[src/rtl/hazard_forward_unit.sv]
// Combined load-use hazard detection, branch flush control and EX-stage operand
// forwarding for the 5-stage pipeline, with saturating stall/flush debug counters.
module hazard_forward_unit #(
    parameter int unsigned REG_ADDR_W  = 5,
    parameter int unsigned NUM_SRC     = 2,
    parameter int unsigned LOAD_LAT    = 1,
    parameter int unsigned FLUSH_DEPTH = 2,
    parameter int unsigned CNT_W       = 16
) (
    input  logic                          clock,
    input  logic                          reset,
    input  logic [NUM_SRC*REG_ADDR_W-1:0] id_src,
    input  logic [NUM_SRC-1:0]            id_src_used,
    input  logic [REG_ADDR_W-1:0]         idex_dst,
    input  logic                          idex_memRead,
    input  logic                          idex_regWrite,
    input  logic [REG_ADDR_W-1:0]         exmem_dst,
    input  logic                          exmem_regWrite,
    input  logic [REG_ADDR_W-1:0]         memwb_dst,
    input  logic                          memwb_regWrite,
    input  logic                          branch_taken,
    output logic                          pc_write,
    output logic                          ifid_write,
    output logic                          idex_bubble,
    output logic [FLUSH_DEPTH-1:0]        flush_vec,
    output logic [2*NUM_SRC-1:0]          fwd_sel,
    output logic [CNT_W-1:0]              stall_count,
    output logic [CNT_W-1:0]              flush_count
);

    localparam int unsigned STALL_CNT_W = 3;
    localparam int unsigned SRC_W       = NUM_SRC * REG_ADDR_W;

    typedef enum logic {
        ST_RUN   = 1'b0,
        ST_STALL = 1'b1
    } state_e;

    state_e                 state_q,       state_d;
    logic [STALL_CNT_W-1:0] stall_cnt_q,   stall_cnt_d;
    logic [SRC_W-1:0]       ex_src_q,      ex_src_d;
    logic [NUM_SRC-1:0]     ex_used_q,     ex_used_d;
    logic [CNT_W-1:0]       stall_count_q, stall_count_d;
    logic [CNT_W-1:0]       flush_count_q, flush_count_d;
    logic                   hazard;
    logic                   advance;

    // Load in ID/EX whose destination is read by the instruction in IF/ID.
    always_comb begin
        hazard = 1'b0;
        if (idex_memRead && idex_regWrite && (idex_dst != '0)) begin
            for (int unsigned k = 0; k < NUM_SRC; k++) begin
                if (id_src_used[k] && (id_src[k*REG_ADDR_W +: REG_ADDR_W] == idex_dst)) begin
                    hazard = 1'b1;
                end
            end
        end
    end

    // Stall/flush FSM; a taken branch overrides any pending stall.
    always_comb begin
        state_d     = state_q;
        stall_cnt_d = stall_cnt_q;
        pc_write    = 1'b1;
        ifid_write  = 1'b1;
        idex_bubble = 1'b0;
        flush_vec   = '0;
        if (reset) begin
            state_d     = ST_RUN;
            stall_cnt_d = '0;
        end else if (branch_taken) begin
            flush_vec   = '1;
            state_d     = ST_RUN;
            stall_cnt_d = '0;
        end else begin
            case (state_q)
                ST_RUN: begin
                    if (hazard) begin
                        pc_write    = 1'b0;
                        ifid_write  = 1'b0;
                        idex_bubble = 1'b1;
                        if (LOAD_LAT > 1) begin
                            state_d     = ST_STALL;
                            stall_cnt_d = STALL_CNT_W'(LOAD_LAT - 1);
                        end
                    end
                end
                ST_STALL: begin
                    pc_write    = 1'b0;
                    ifid_write  = 1'b0;
                    idex_bubble = 1'b1;
                    stall_cnt_d = stall_cnt_q - STALL_CNT_W'(1);
                    if (stall_cnt_q == STALL_CNT_W'(1)) begin
                        state_d = ST_RUN;
                    end
                end
                default: begin
                    state_d     = ST_RUN;
                    stall_cnt_d = '0;
                end
            endcase
        end
    end

    // Shadow of the operands entering EX; a bubble or flush leaves no live operands.
    always_comb begin
        advance   = pc_write && !flush_vec[0];
        ex_src_d  = ex_src_q;
        ex_used_d = '0;
        if (advance) begin
            ex_src_d  = id_src;
            ex_used_d = id_src_used;
        end
    end

    // EX/MEM has the younger result, so it takes priority over MEM/WB.
    always_comb begin
        logic [REG_ADDR_W-1:0] src;
        src     = '0;
        fwd_sel = '0;
        for (int unsigned k = 0; k < NUM_SRC; k++) begin
            src = ex_src_q[k*REG_ADDR_W +: REG_ADDR_W];
            if (!reset && ex_used_q[k] && (src != '0)) begin
                if (exmem_regWrite && (exmem_dst == src)) begin
                    fwd_sel[2*k +: 2] = 2'd1;
                end else if (memwb_regWrite && (memwb_dst == src)) begin
                    fwd_sel[2*k +: 2] = 2'd2;
                end
            end
        end
    end

    always_comb begin
        stall_count_d = stall_count_q;
        flush_count_d = flush_count_q;
        if (!pc_write && (stall_count_q != '1)) begin
            stall_count_d = stall_count_q + CNT_W'(1);
        end
        if (branch_taken && (flush_count_q != '1)) begin
            flush_count_d = flush_count_q + CNT_W'(1);
        end
    end

    always_ff @(posedge clock) begin
        if (reset) begin
            state_q       <= ST_RUN;
            stall_cnt_q   <= '0;
            ex_src_q      <= '0;
            ex_used_q     <= '0;
            stall_count_q <= '0;
            flush_count_q <= '0;
        end else begin
            state_q       <= state_d;
            stall_cnt_q   <= stall_cnt_d;
            ex_src_q      <= ex_src_d;
            ex_used_q     <= ex_used_d;
            stall_count_q <= stall_count_d;
            flush_count_q <= flush_count_d;
        end
    end

    assign stall_count = stall_count_q;
    assign flush_count = flush_count_q;

endmodule

[config.mk]
export PLATFORM = sky130hd
export DESIGN_NAME = hazard_forward_unit
export DESIGN_NICKNAME = d
export VERILOG_FILES = /design/src/rtl/hazard_forward_unit.sv
export SDC_FILE = /design/constraint.sdc
export NUM_CORES = 1
export LEC_CHECK = 0
export ABC_AREA = 1
export BUFFER_PORTS_ARGS = -buffer_cell sky130_fd_sc_hd__buf_2
export CAP_MARGIN = 10
export CORE_ASPECT_RATIO = 0.5
export CORE_MARGIN = 2
export CORE_UTILIZATION = 48
export CTS_CLUSTER_SIZE = 25
export DETAILED_ROUTE_END_ITERATION = 10
export PLACE_DENSITY = 0.85
export SETUP_SLACK_MARGIN = 0.4
export SYNTH_ARGS = -nofsm -noshare
export SYNTH_HDL_FRONTEND = slang
export SYNTH_SLANG_ARGS = --single-unit
[constraint.sdc]
create_clock -name clock -period 1.75 [get_ports clock]
set_clock_uncertainty 0.1 [all_clocks]
set_input_delay 0.35 -clock clock [delete_from_list [all_inputs] [get_ports clock]]
set_output_delay 0.35 -clock clock [all_outputs]
set_load 0.02 [all_outputs]
==> summary.md <==
| Metric | Value |
|---|---|
| Startpoint type of the worst setup path | register |
| Setup TNS | -2.934 ns |
| Root buffer cell | clkbuf_16 |
| N_diodes | 0 |
| Flop2flop setup slack | -0.16 ns |
| Relative slew margins | 0.7103 |
| Multi-input logic area | 2673 um^2 |
| Worst vdd ir | 533.1 uV |
| Final #Nets | 649 |
| Area growth, synth to finish | 88.83% |
| Yosys cell types | 35 |
| Synth area leaders | dfxtp_1 (32%), nand2_1 (14%), nand3_1 (7.8%) |
| Row Count | 20 |
| Leak | 2.460 nW |
| # clock sinks | 48 |
| Hold/Removal Path Class | in2reg |
| Vias in the first global route | 3717 |
| Num CTS Buffers | 5 |
| DRC viols | 0 |
| Buf+Inv Stages, Crit Path | 3 |
| RSZ-0062 raised after global routing | yes |
| ANT nets after route | 0 |
| Setup violators final | 36 |
| Register area share after synthesis | 0.3189 |
| Antenna violations before repair | 0 |
| Slew of the pin with the lowest slew margin | 0.4315 ns |
| Post-Route WL | 16.54 mm |
| Reg2Reg Depth | 7 |
| Die Ht | 60.02 um |
| Min-delay src | id_src_used[0] |
| Syn_nets | 502 |
| YS warnings | 0 |
| PwrDens | 469.5 nW/um^2 |
| Failing checks | setup timing |
| Via count | 4511 |
| Gpl congestion | 0.9559 |
| Layout cell share with drive strength beyond 1 | 0.6432 |
| Worst-path clk slew | 0.07 ns |
| Fmax | 477.6 MHz |
| CP peak stage delay | 0.34 ns |
| Die X | 116.0 um |
| Worst hold stages | 3 |
| Dpl hpwl | 6.131 mm |
| Critical path type | reg2out |
| Core Util, Final | 0.9395 |
| Max H-tree Level | 2 |
| Initial Util | 0.4975 |
| Placed Cells | 637 |
| Flops & latches, synth | 48 |
| Fill cells | 184 |
| Hold Violations, Final | 0 |
| Maxcap violations | 0 |
| Drt wl/cell | 23.67 um |
| Post-Syn Area per Cell | 6.493 um^2 |
| Reg area | 1065 um^2 |
| Port bufs | 74 |
| Min cycle time layout | 2.094 ns |
| First-pass detailed-route iteration total | 7 |
| Fin crit share | 1.196 |
| Critical Path Fanout Max | 3 |
| Status | finished, violations left |
| Hold buffers post-CTS | 0 |
| Core area | 6056 um^2 |
| Top cell type by total area after synthesis | dfxtp_1 |
| Post-Syn Area | 3013 um^2 |
| Worst-path cell chain | inv_2 -> nand2_1 -> o21ai_1 -> nor2_1 -> o211ai_1 -> nor4_2 -> buf_4 -> nor2b_4 -> buf_6 |
| Final cell count without fillers | 699 |
| Starting DRC count in detailed routing | 543 |
| I/O pin cnt | 75 |
| Vias per Instance | 6.454 |
| Synth top area share | 0.3189 |
| End of the worst hold path | ex_used_q[0]$_SDFF_PP0_ |
| Setup ws final | -0.3439 ns |
| Synthesized instance count | 464 |
| Arr. time, crit path | 1.64 ns |
| Required time worst endpoint | 1.30 ns |
| CTS tree | yes |
| First-pass GRT wire length | 18.00 mm |
| Final number of max-transition violations | 0 |
| Clk Latency, worst-skew pair | 0.30 ns |
| Total GRT Usage | 0.3406 |
| Grt total ovfl | 0 |
| R2r startpoint | stall_count[1]$_SDFFE_PP0P_ |
| Crit end category | output port |
| Reg-to-Reg End | stall_count[15]$_SDFFE_PP0P_ |
| Top delay family on crit path | simple AND/OR/NAND/NOR gates |
| CTS max path bufs | 2 |
| Die area | 6965 um^2 |
| Critical Path Slowest Stage Cell | dfxtp_2 |
| Largest net degree at the start of global routing | 21 |
-- state kept, by name, indices dropped and copies added (netlist names) --
name         cells
ex_src_q        10
state_q          1
stall_cnt_q      3
stall_count     16
flush_count     16
ex_used_q        2
-- how the worst max path moves through the flow --
stage / startpoint / endpoint / slack (ns) / cells past startpoint
after floorplan: id_src[1] / pc_write / 0.04 / 12
after global placement: exmem_dst[1] / fwd_sel[2] / -0.15 / 9
after detailed placement: exmem_dst[1] / fwd_sel[2] / -0.18 / 9
after CTS: ex_src_q[5]$_SDFFE_PP0P_ / fwd_sel[2] / -0.30 / 9
after global routing: ex_src_q[5]$_SDFFE_PP0P_ / fwd_sel[2] / -0.40 / 9
final: ex_src_q[5]$_SDFFE_PP0P_ / fwd_sel[2] / -0.34 / 9
-- layout by cell type, fill, tap and decap left out, drive strengths merged --
cell        n
o211ai      1
nand4       9
xnor2      11
clkinvlp    1
dfxtp      48
clkinv      3
clkbuf      6
nand2     117
nand3      49
or2         1
a21boi      1
a21oi      32
and3        1
o21ai      19
buf       152
ha          4
o21bai      1
o22ai       2
nor4        3
xor2       20
nor2       47
nand3b      2
nor2b       1
o311ai      1
nor3       16
nor3b       1
inv        62
-- routing by layer --
layer	vias up	wire length, um	global-route usage
li1	1801	-	-
met1	2034	5554	0.3753
met2	458	7238	0.6232
met3	218	1987	0.06694
met4	0	1761	0.2075
met5	-	0	0
-- stage by stage --
stage                     area (um^2)  power [mW]  hold slack [ns]  worst slack (ns)
after detailed placement         3844       1.492           0.3695           -0.1785
after CTS                        4962       2.498           0.1985           -0.2985
final                            5689       2.671           0.2004           -0.3439
after global routing             5689       2.739           0.2085           -0.4016
after floorplan                  3283       1.362           0.3440           0.04107
after global placement           3844       1.485           0.3606           -0.1497
-- cell usage after synthesis --
library cell,number
nand3b_1,2
buf_2,4
nor2_2,2
nand4_1,9
o21bai_1,1
nor4_1,3
nor3_1,15
nand3_1,47
nand3_4,1
and3_1,1
buf_4,3
o311ai_0,1
nor2_1,44
o22ai_1,2
ha_1,4
inv_2,4
a21boi_0,1
nand2_1,112
clkbuf_1,6
o211ai_1,1
a21oi_1,31
dfxtp_1,48
o21ai_0,19
nand2_4,1
nor3b_1,1
nor2_4,1
or2_2,1
nor2b_1,1
inv_1,60
a21oi_2,1
xnor2_1,11
xor2_1,20
buf_6,2
nor3_4,1
nand2_2,3
-- what timing repair did --
item / in CTS / in global routing
pin swaps: 66 / 65
resized for setup: 199 / 159
setup buffers: 35 / 15
cloned: 4 / 1
setup endpoints to repair: 58 / 65
-- where the power goes --
group	switching (mW)	total, mW	leakage (nW)	internal [mW]
Combinational	0.325	0.573	1.98	0.248
Sequential	0.0321	1.12	0.415	1.09
Clock	0.455	0.977	0.0667	0.522
Total	0.812	2.67	2.46	1.86
-- tightest hold or removal path, cell delays in order --
cell and delay (ns):
buf_2 0.11, inv_1 0.06, nor2_2 0.04
-- kinds of logic (layout without fill, tap and decap cells) --
family / Yosys count / after routing / share of synthesized area
AND/OR/NAND/NOR: 245 / 247 / 0.3650
buffers and inverters: 79 / 224 / 0.1088
AO/OA/AOI/OAI: 57 / 57 / 0.1005
flip-flops: 48 / 48 / 0.3189
XOR/XNOR: 31 / 31 / 0.09012
adder cells (fa/ha/maj): 4 / 4 / 0.01661
-- area by class of cell --
cell class,instances,share of cell area
flip-flops and latches,48,0.1872
repair inverters,1,0.002859
inverters,64,0.05828
clock inverters,1,0.0008797
clock buffers,6,0.02265
well taps,88,0.01935
repair buffers,152,0.2391
multi-input cells,339,0.4698
Power figures use the tool's default switching activity.
